`config.mk`:
```
export PLATFORM = sky130hd
export DESIGN_NAME = if_stage
export DESIGN_NICKNAME = d
export VERILOG_FILES = /design/src/rtl/if_stage.sv
export SDC_FILE = /design/constraint.sdc
export NUM_CORES = 1
export LEC_CHECK = 0
export ABC_AREA = 1
export CAP_MARGIN = 20
export CORE_MARGIN = 10
export CORE_UTILIZATION = 30
export DETAILED_ROUTE_END_ITERATION = 8
export PLACE_DENSITY_LB_ADDON = 0.25
export SYNTH_ARGS = -nofsm -noshare
export SYNTH_HDL_FRONTEND = slang
export SYNTH_SLANG_ARGS = --single-unit
```
`constraint.sdc`:
```
create_clock -name clk -period 2.37 [get_ports clk]
set_input_delay 0.5925 -clock clk [delete_from_list [all_inputs] [get_ports clk]]
set_output_delay 0.5925 -clock clk [all_outputs]
set_load 0.01 [all_outputs]
```
`src/rtl/if_stage.sv`:
```
// if_stage: instruction-fetch stage with PC, imem req/ack port, redirect handling and IF/ID register
//
// Optional feature macro: IF_MISALIGN_TRAP_EN
//   defined   : a misaligned redirect target sends the PC to TRAP_PC and pulses if_misalign
//   undefined : redirect targets are forced word aligned, if_misalign stays 0
//
// Ports
//   clk         in   rising-edge clock
//   reset       in   asynchronous active-low reset
//   stall       in   hazard stall, freezes PC, IF/ID and the skid word
//   pc_src      in   00 seq, 01 branch, 10 jump, 11 jump-register
//   branch      in   branch target from ID
//   offset28    in   jump offset from ID, already shifted left by 2
//   jr_target   in   forwarded rs value for jr
//   imem_req    out  fetch request (registered)
//   imem_addr   out  fetch address (the PC)
//   imem_rdata  in   instruction word, valid with imem_ack
//   imem_ack    in   one-cycle completion of the current request
//   pc_4_out    out  IF/ID: fetched instruction address + 4
//   ins_out     out  IF/ID: instruction word
//   ins_valid   out  IF/ID: 1 real instruction, 0 bubble
//   if_misalign out  one-cycle pulse on a misaligned redirect target
module if_stage #(
    parameter logic [31:0] RESET_PC = 32'h0000_0000,
    parameter logic [31:0] NOP_INS  = 32'h0000_0000,
    parameter logic [31:0] TRAP_PC  = 32'h0000_0080
) (
    input  logic        clk,
    input  logic        reset,
    input  logic        stall,
    input  logic [1:0]  pc_src,
    input  logic [31:0] branch,
    input  logic [27:0] offset28,
    input  logic [31:0] jr_target,
    output logic        imem_req,
    output logic [31:0] imem_addr,
    input  logic [31:0] imem_rdata,
    input  logic        imem_ack,
    output logic [31:0] pc_4_out,
    output logic [31:0] ins_out,
    output logic        ins_valid,
    output logic        if_misalign
);
    typedef enum logic [1:0] {IDLE, FETCH, DRAIN, HELD} state_t;

    state_t      r_state;
    logic [31:0] r_pc;
    logic [31:0] r_pend_pc;
    logic [31:0] r_skid;
    logic        r_req;
    logic [31:0] r_pc_4;
    logic [31:0] r_ins;
    logic        r_valid;
    logic        r_misalign;

    logic [31:0] w_pc_4;
    logic        w_redir;
    logic [31:0] w_raw;
    logic        w_bad;
    logic [31:0] w_target;

    always_comb begin
        w_pc_4  = r_pc + 32'd4;
        w_redir = (pc_src != 2'b00) && !stall;
        w_raw   = pc_src == 2'b01 ? branch :
                  pc_src == 2'b10 ? {r_pc_4[31:28], offset28} : jr_target;
`ifdef IF_MISALIGN_TRAP_EN
        w_bad   = w_raw[1:0] != 2'b00;
`else
        w_bad   = 1'b0;
`endif
        // w_bad only rises with the trap feature; otherwise the low bits are simply cleared
        w_target = w_bad ? TRAP_PC : (w_raw & ~32'd3);
    end

    always_ff @(posedge clk or negedge reset) begin
        if (!reset) begin
            r_state    <= IDLE;
            r_pc       <= RESET_PC;
            r_pend_pc  <= RESET_PC;
            r_skid     <= NOP_INS;
            r_req      <= 1'b0;
            r_pc_4     <= 32'd0;
            r_ins      <= NOP_INS;
            r_valid    <= 1'b0;
            r_misalign <= 1'b0;
        end else begin
            r_misalign <= w_bad && w_redir && (r_state != IDLE);
            case (r_state)
                IDLE: begin
                    r_req   <= 1'b1;
                    r_state <= FETCH;
                end
                FETCH: begin
                    if (imem_ack) begin
                        if (w_redir) begin
                            // returned word is on the wrong path
                            r_ins   <= NOP_INS;
                            r_valid <= 1'b0;
                            r_pc    <= w_target;
                        end else if (stall) begin
                            // park the word until the stall lifts; no new request meanwhile
                            r_skid  <= imem_rdata;
                            r_req   <= 1'b0;
                            r_state <= HELD;
                        end else begin
                            r_pc_4  <= w_pc_4;
                            r_ins   <= imem_rdata;
                            r_valid <= 1'b1;
                            r_pc    <= w_pc_4;
                        end
                    end else begin
                        // request cannot be abandoned: remember target and wait it out
                        if (w_redir) begin
                            r_pend_pc <= w_target;
                            r_state   <= DRAIN;
                        end
                        if (!stall) begin
                            r_ins   <= NOP_INS;
                            r_valid <= 1'b0;
                        end
                    end
                end
                DRAIN: begin
                    if (!stall) begin
                        r_ins   <= NOP_INS;
                        r_valid <= 1'b0;
                    end
                    if (imem_ack) begin
                        r_pc    <= w_redir ? w_target : r_pend_pc;
                        r_state <= FETCH;
                    end else if (w_redir) begin
                        r_pend_pc <= w_target;
                    end
                end
                HELD: begin
                    if (!stall) begin
                        r_req   <= 1'b1;
                        r_state <= FETCH;
                        if (w_redir) begin
                            r_ins   <= NOP_INS;
                            r_valid <= 1'b0;
                            r_pc    <= w_target;
                        end else begin
                            r_pc_4  <= w_pc_4;
                            r_ins   <= r_skid;
                            r_valid <= 1'b1;
                            r_pc    <= w_pc_4;
                        end
                    end
                end
                default: r_state <= IDLE;
            endcase
        end
    end

    assign imem_req    = r_req;
    assign imem_addr   = r_pc;
    assign pc_4_out    = r_pc_4;
    assign ins_out     = r_ins;
    assign ins_valid   = r_valid;
    assign if_misalign = r_misalign;
endmodule

```
# [Word level (Yosys, flattened, before mapping)]
# Cells that the tools add are included.
[word_totals] regBits=164 inputBits=130 elab_cells=83
[op_classes] addsub=1 n_eq_ne=17 mux=40 bitwise=2 reduce_logical=15
[op_table] cell="$mux W32" n=19
[op_table] cell="$pmux W32 S3" n=2
[op_table] cell="$pmux W32 S2" n=1
[op_table] cell="$add A32 B3 Y32 const B" n=1
[op_table] cell="$reduce_and A5 Y1" n=3
[op_table] cell="$ne A2 B2 Y1 const B" n=7
[op_table] cell="$mux W2" n=6
[op_table] cell="$ne A3 B3 Y1 const B" n=4
[op_table] cell="$mux W1" n=9
[op_table] cell="$pmux W2 S4" n=1
[op_table] cell="$eq A2 B2 Y1 const B" n=3
[op_table] cell="$pmux W1 S3" n=2
[op_table] cell="$reduce_and A6 Y1" n=1
[op_table] cell="$reduce_bool A3 Y1" n=2
[op_table] cell="$eq A2 B1 Y1 const B" n=2
[op_table] cell="$ne A4 B4 Y1 const B" n=1
[op_table] cell="$reduce_and A4 Y1" n=1
[op_table] cell="$reduce_bool A2 Y1" n=2
[op_table] cell="$reduce_and A3 Y1" n=1
[op_table] cell="$logic_not A2 Y1" n=1
[op_table] cell="$not A1 Y1" n=2
[op_table] cell="$reduce_and A2 Y1" n=1
[op_table] cell="$reduce_or A2 Y1" n=1
[op_table] cell="$logic_and A1 B1 Y1" n=1
[op_table] cell="$logic_not A1 Y1" n=1

# [Depth between registers and ports, before layout]
[depth] depth_word=6 ltp_mapped=11

# [Worst setup path after synthesis]
# No wires, ideal clock.
[synth_timing] path_kind="input to register" from="input pc_src[1]" to="register r_pc[6], in the netlist imem_addr[6]" setup_ps=121 arrival_time_ps=1564 t_required_ps=2249 slack_ps=685 cell_stages=9 path_cell_list="buf_4 -> buf_2 -> buf_4 -> nor3_1 -> nor2_1 -> o21ai_1 -> o211ai_1 -> nand2_1 -> o21ai_1"
[synth_via] elab_chain_len=6 word_cells_on_any_way=15 cone_classes="3 x eq/ne; 9 x mux; 3 x reduce/logical"
[synth_lines] item="start, declared" line="31" rtl="input logic [1:0] pc_src,"
[synth_lines] item="$eq A2 B2 Y1" line="66" rtl="pc_src == 2'b10 ? {r_pc_4[31:28], offset28} : jr_target;"
[synth_lines] item="$mux W32" line="66"
[synth_lines] item="$mux W32" line="65" rtl="w_raw = pc_src == 2'b01 ? branch :"
[synth_lines] item="$mux W32 (on tied branches)"
[synth_lines] item="$mux W32 (on tied branches)" line="137, 129, 95"
[synth_lines] item="$pmux W32 S3" line="89" rtl="case (r_state)"
[synth_lines] item="end signal, assigned" line="100" rtl="r_pc <= w_target;"
[synth_lines] item="end signal, assigned" line="143" rtl="r_pc <= w_target;"
[synth_lines] item="end signal, assigned" line="148" rtl="r_pc <= w_pc_4;"
[synth_lines] item="end, declared" line="47" rtl="logic [31:0] r_pc;"
# Parallel ways exist; a longest one is shown, timed or not. The select of a mux whose other input is x is not followed.
# A chain may end at the register's enable or synchronous reset.

# [Worst setup path in the final report]
[layout_timing] from="input pc_src[0]" to="register r_pc[19], in the netlist imem_addr[19]"
# Same word-level chain as after synthesis.

==> impl_metrics.yaml <==
pwr:
  power_w: 0.0151
  ir_drop_mv: 0.431
  power.leakage_nw: 5.70
  powerDensity_mw_per_mm2: 1200
setup_path:
  r2r_slack_ns: 0.45
  cp_top_family: "buffers and inverters"
  reg2reg_depth: 6
  critPathMaxFanout: 18
  cp_num_buf_inv: 3
  cp_data_required_time_ns: 2.72
  crit_type: "input pin to flip-flop"
  rr_startpoint: "r_state[1]"
  critPathCaptureType: "flip-flop"
  worst_setup_path_start_kind: "input pin"
  crit_slowest_cell: "nor2_2"
  path_cells: "clkdlybuf4s50_1 > inv_2 > nor2_2 > o21ai_0 > buf_4 > nand2_1 > nor2_1 > a21oi_1"
  cp.arrival_ns: 2.48
  worst_r2r_endpoint: "ins_out[20]"
  critical-path-max-stage-delay_ns: 0.61
final_layout:
  syn2layout_area_growth_pct: 40.2
  layout_commonest_cell: "nand2_1"
  final_cell_count_no_fill: 1855
  layout_common_cells: "303 x nand2_1, 219 x clkdlybuf4s50_1, 164 x dfrtp_1"
  nets: 1584
  layout-drive-gt1-share: 0.0752
sta:
  worst_pin_slew_ns: 0.812
  rsz0062_at_grt: "false"
  layout_setup_ws_ns: 0.236
  fmax_ghz: 0.469
  post-route-min-period_ns: 2.13
  hold_violations: 0
  setup_viol: 0
  fin_crit_sh: 0.901
  maxSlewHeadroom: 0.458
  skew_ns: 0.0202
  finalMaxSlewViolations: 0
clock_tree:
  numCtsBuffers: 17
  clock-sinks: 164
  clk_path_buf_depth: 2
  h-tree-depth: 4
  cts_resized: 0
  root_buffer: "clkbuf_16"
  clk_pin_slew_worst_paths_ns: 0.08
  cts_tree: "built"
  clkLatencyLatePin_ns: 0.44
  hold_buffers: 0
  cts_setup_buffers: 0
global_routing:
  grt_pass1_wl_um: 46400
  antenna_found_initial: 5
  grt_start_max_net_pins: 65
  grt_overflow: 0
  grt_pass1_vias: 8256
  track_usage: 0.158
floorplanning:
  core_mm2: 0.0296
  initial_core_util: 0.303
  io_pins: 229
  row_count: 63
  die_h_um: 193
  die_x_um: 193
  die_area_mm2: 0.0372
route:
  first_pass_iters: 4
  wl_per_cell_um: 16.1
  viasPerCell: 4.64
  routed_wl_um: 29800
  post-route-drc-count: 0
  drt-initial-drc-count: 601
  ant_nets: 0
  num_vias: 8612
place:
  portBuffers: 221
  hpwl_um: 22700
  dpl.cell_count: 1820
  gp_congestion: 0.872
  post-place-ws_ns: -0.270
outcome:
  run_status: "finished, final reports clean"
synth:
  synth_area_leaders: "dfrtp_1 46%, nand2_1 13%, o21ai_0 8.3%"
  synth_cells: 1231
  syn-num-nets: 1366
  synth.cell_area_mm2: 0.00896
  syn_area_per_cell_um2: 7.28
  ys_ff_latch: 164
  yosys.cell_types.count: 36
  yosysSeqAreaShare: 0.458
  synth_top_area_frac: 0.458
  yosysTopAreaCell: "dfrtp_1"
  ys_warn_count: 0
hold_path:
  hold_path.class: "input pin to asynchronous set/reset pin"
job:
  drv_cap: 0
[flip-flops by register name, summed over array words and instances (netlist names)]
| signal | flops |
|---|---|
| imem_req | 1 |
| r_state | 2 |
| pc_4_out | 32 |
| ins_valid | 1 |
| ins_out | 32 |
| imem_addr | 32 |
| r_skid | 32 |
| r_pend_pc | 32 |
[through the flow]
| step | instance area [um^2] | util | hold WS (ns) | TNS, ns |
|---|---|---|---|---|
| after global placement | 11900 | 0.403 | 0.462 | -4.40 |
| after global routing | 12600 | 0.425 | 0.100 | 0 |
| after detailed placement | 11900 | 0.403 | 0.466 | -5.38 |
| after floorplan | 8960 | - | 0.297 | 0 |
| after CTS | 12600 | 0.425 | 0.0850 | 0 |
| final | 12600 | 0.425 | 0.0809 | 0 |
[per-layer routing]
layer	track usage	vias up	share of wire
met5	0	-	0.0012
met2	0.245	220	0.45
met4	0.0411	6	0.015
li1	-	4391	-
met1	0.210	3962	0.46
met3	0.0482	33	0.076
[layout make-up]
class	instances	area, um^2
inverters	144	541
flip-flops and latches	164	4100
well taps	390	488
fillers	3092	17000
repair buffers	274	2830
clock inverters	15	211
diodes	3	7.51
multi-input cells	848	3950
clock buffers	17	425
[worst register-to-register path, delay by kind of cell, from the launching register on]
family	cells	cell delay [ns]
compound gates	3	0.53
fa+ha+maj	1	0.23
buf+inv	2	0.63
flops	1	0.41
[cells by family (layout without fill, tap and decap cells)]
kind of cell,after synthesis,count (layout),share of synthesized area
AO/OA/AOI/OAI,252,252,0.150
XOR/XNOR,14,14,0.0137
adder cells (fa/ha/maj),5,5,0.00699
buffers and inverters,219,450,0.102
flip-flops,164,164,0.458
other,1,4,0.000419
AND/OR/NAND/NOR,576,576,0.268
[synth_stat cells, drive strengths merged]
| master | count |
|---|---|
| a31oi | 11 |
| ha | 5 |
| xnor2 | 2 |
| o221ai | 1 |
| o211ai | 2 |
| nand3b | 4 |
| dfrtp | 164 |
| o21a | 1 |
| conb | 1 |
| nand2 | 306 |
| xor2 | 12 |
| a21oi | 26 |
| o21ai | 173 |
| o22ai | 35 |
| buf | 49 |
| clkbuf | 26 |
| a22oi | 3 |
| and2 | 1 |
| inv | 144 |
| nor2 | 150 |
| nor3 | 31 |
| nand3 | 83 |
| nand4 | 1 |
[where the power goes]
part / total [W] / leakage [nW] / switching (W) / internal, W
combinational: 0.00702 / 3.38 / 0.00382 / 0.00320
clock: 0.00306 / 0.303 / 0.00134 / 0.00172
sequential: 0.00499 / 2.02 / 0.000928 / 0.00406
total: 0.0151 / 5.70 / 0.00609 / 0.00898
[how the worst max path moves through the flow]
stage	startpoint	endpoint	slack, ns	depth (start not counted)
2_1_floorplan	pc_src[1]	imem_addr[6]	0.69	9
3_3_place_gp	pc_src[0]	imem_addr[19]	-0.26	8
3_5_place_dp	pc_src[0]	imem_addr[19]	-0.27	8
4_1_cts	pc_src[0]	imem_addr[19]	0.19	8
5_1_grt	pc_src[0]	imem_addr[5]	0.04	9
6_report	pc_src[0]	imem_addr[19]	0.24	8
Note: power is estimated with default switching activity, not from simulation.
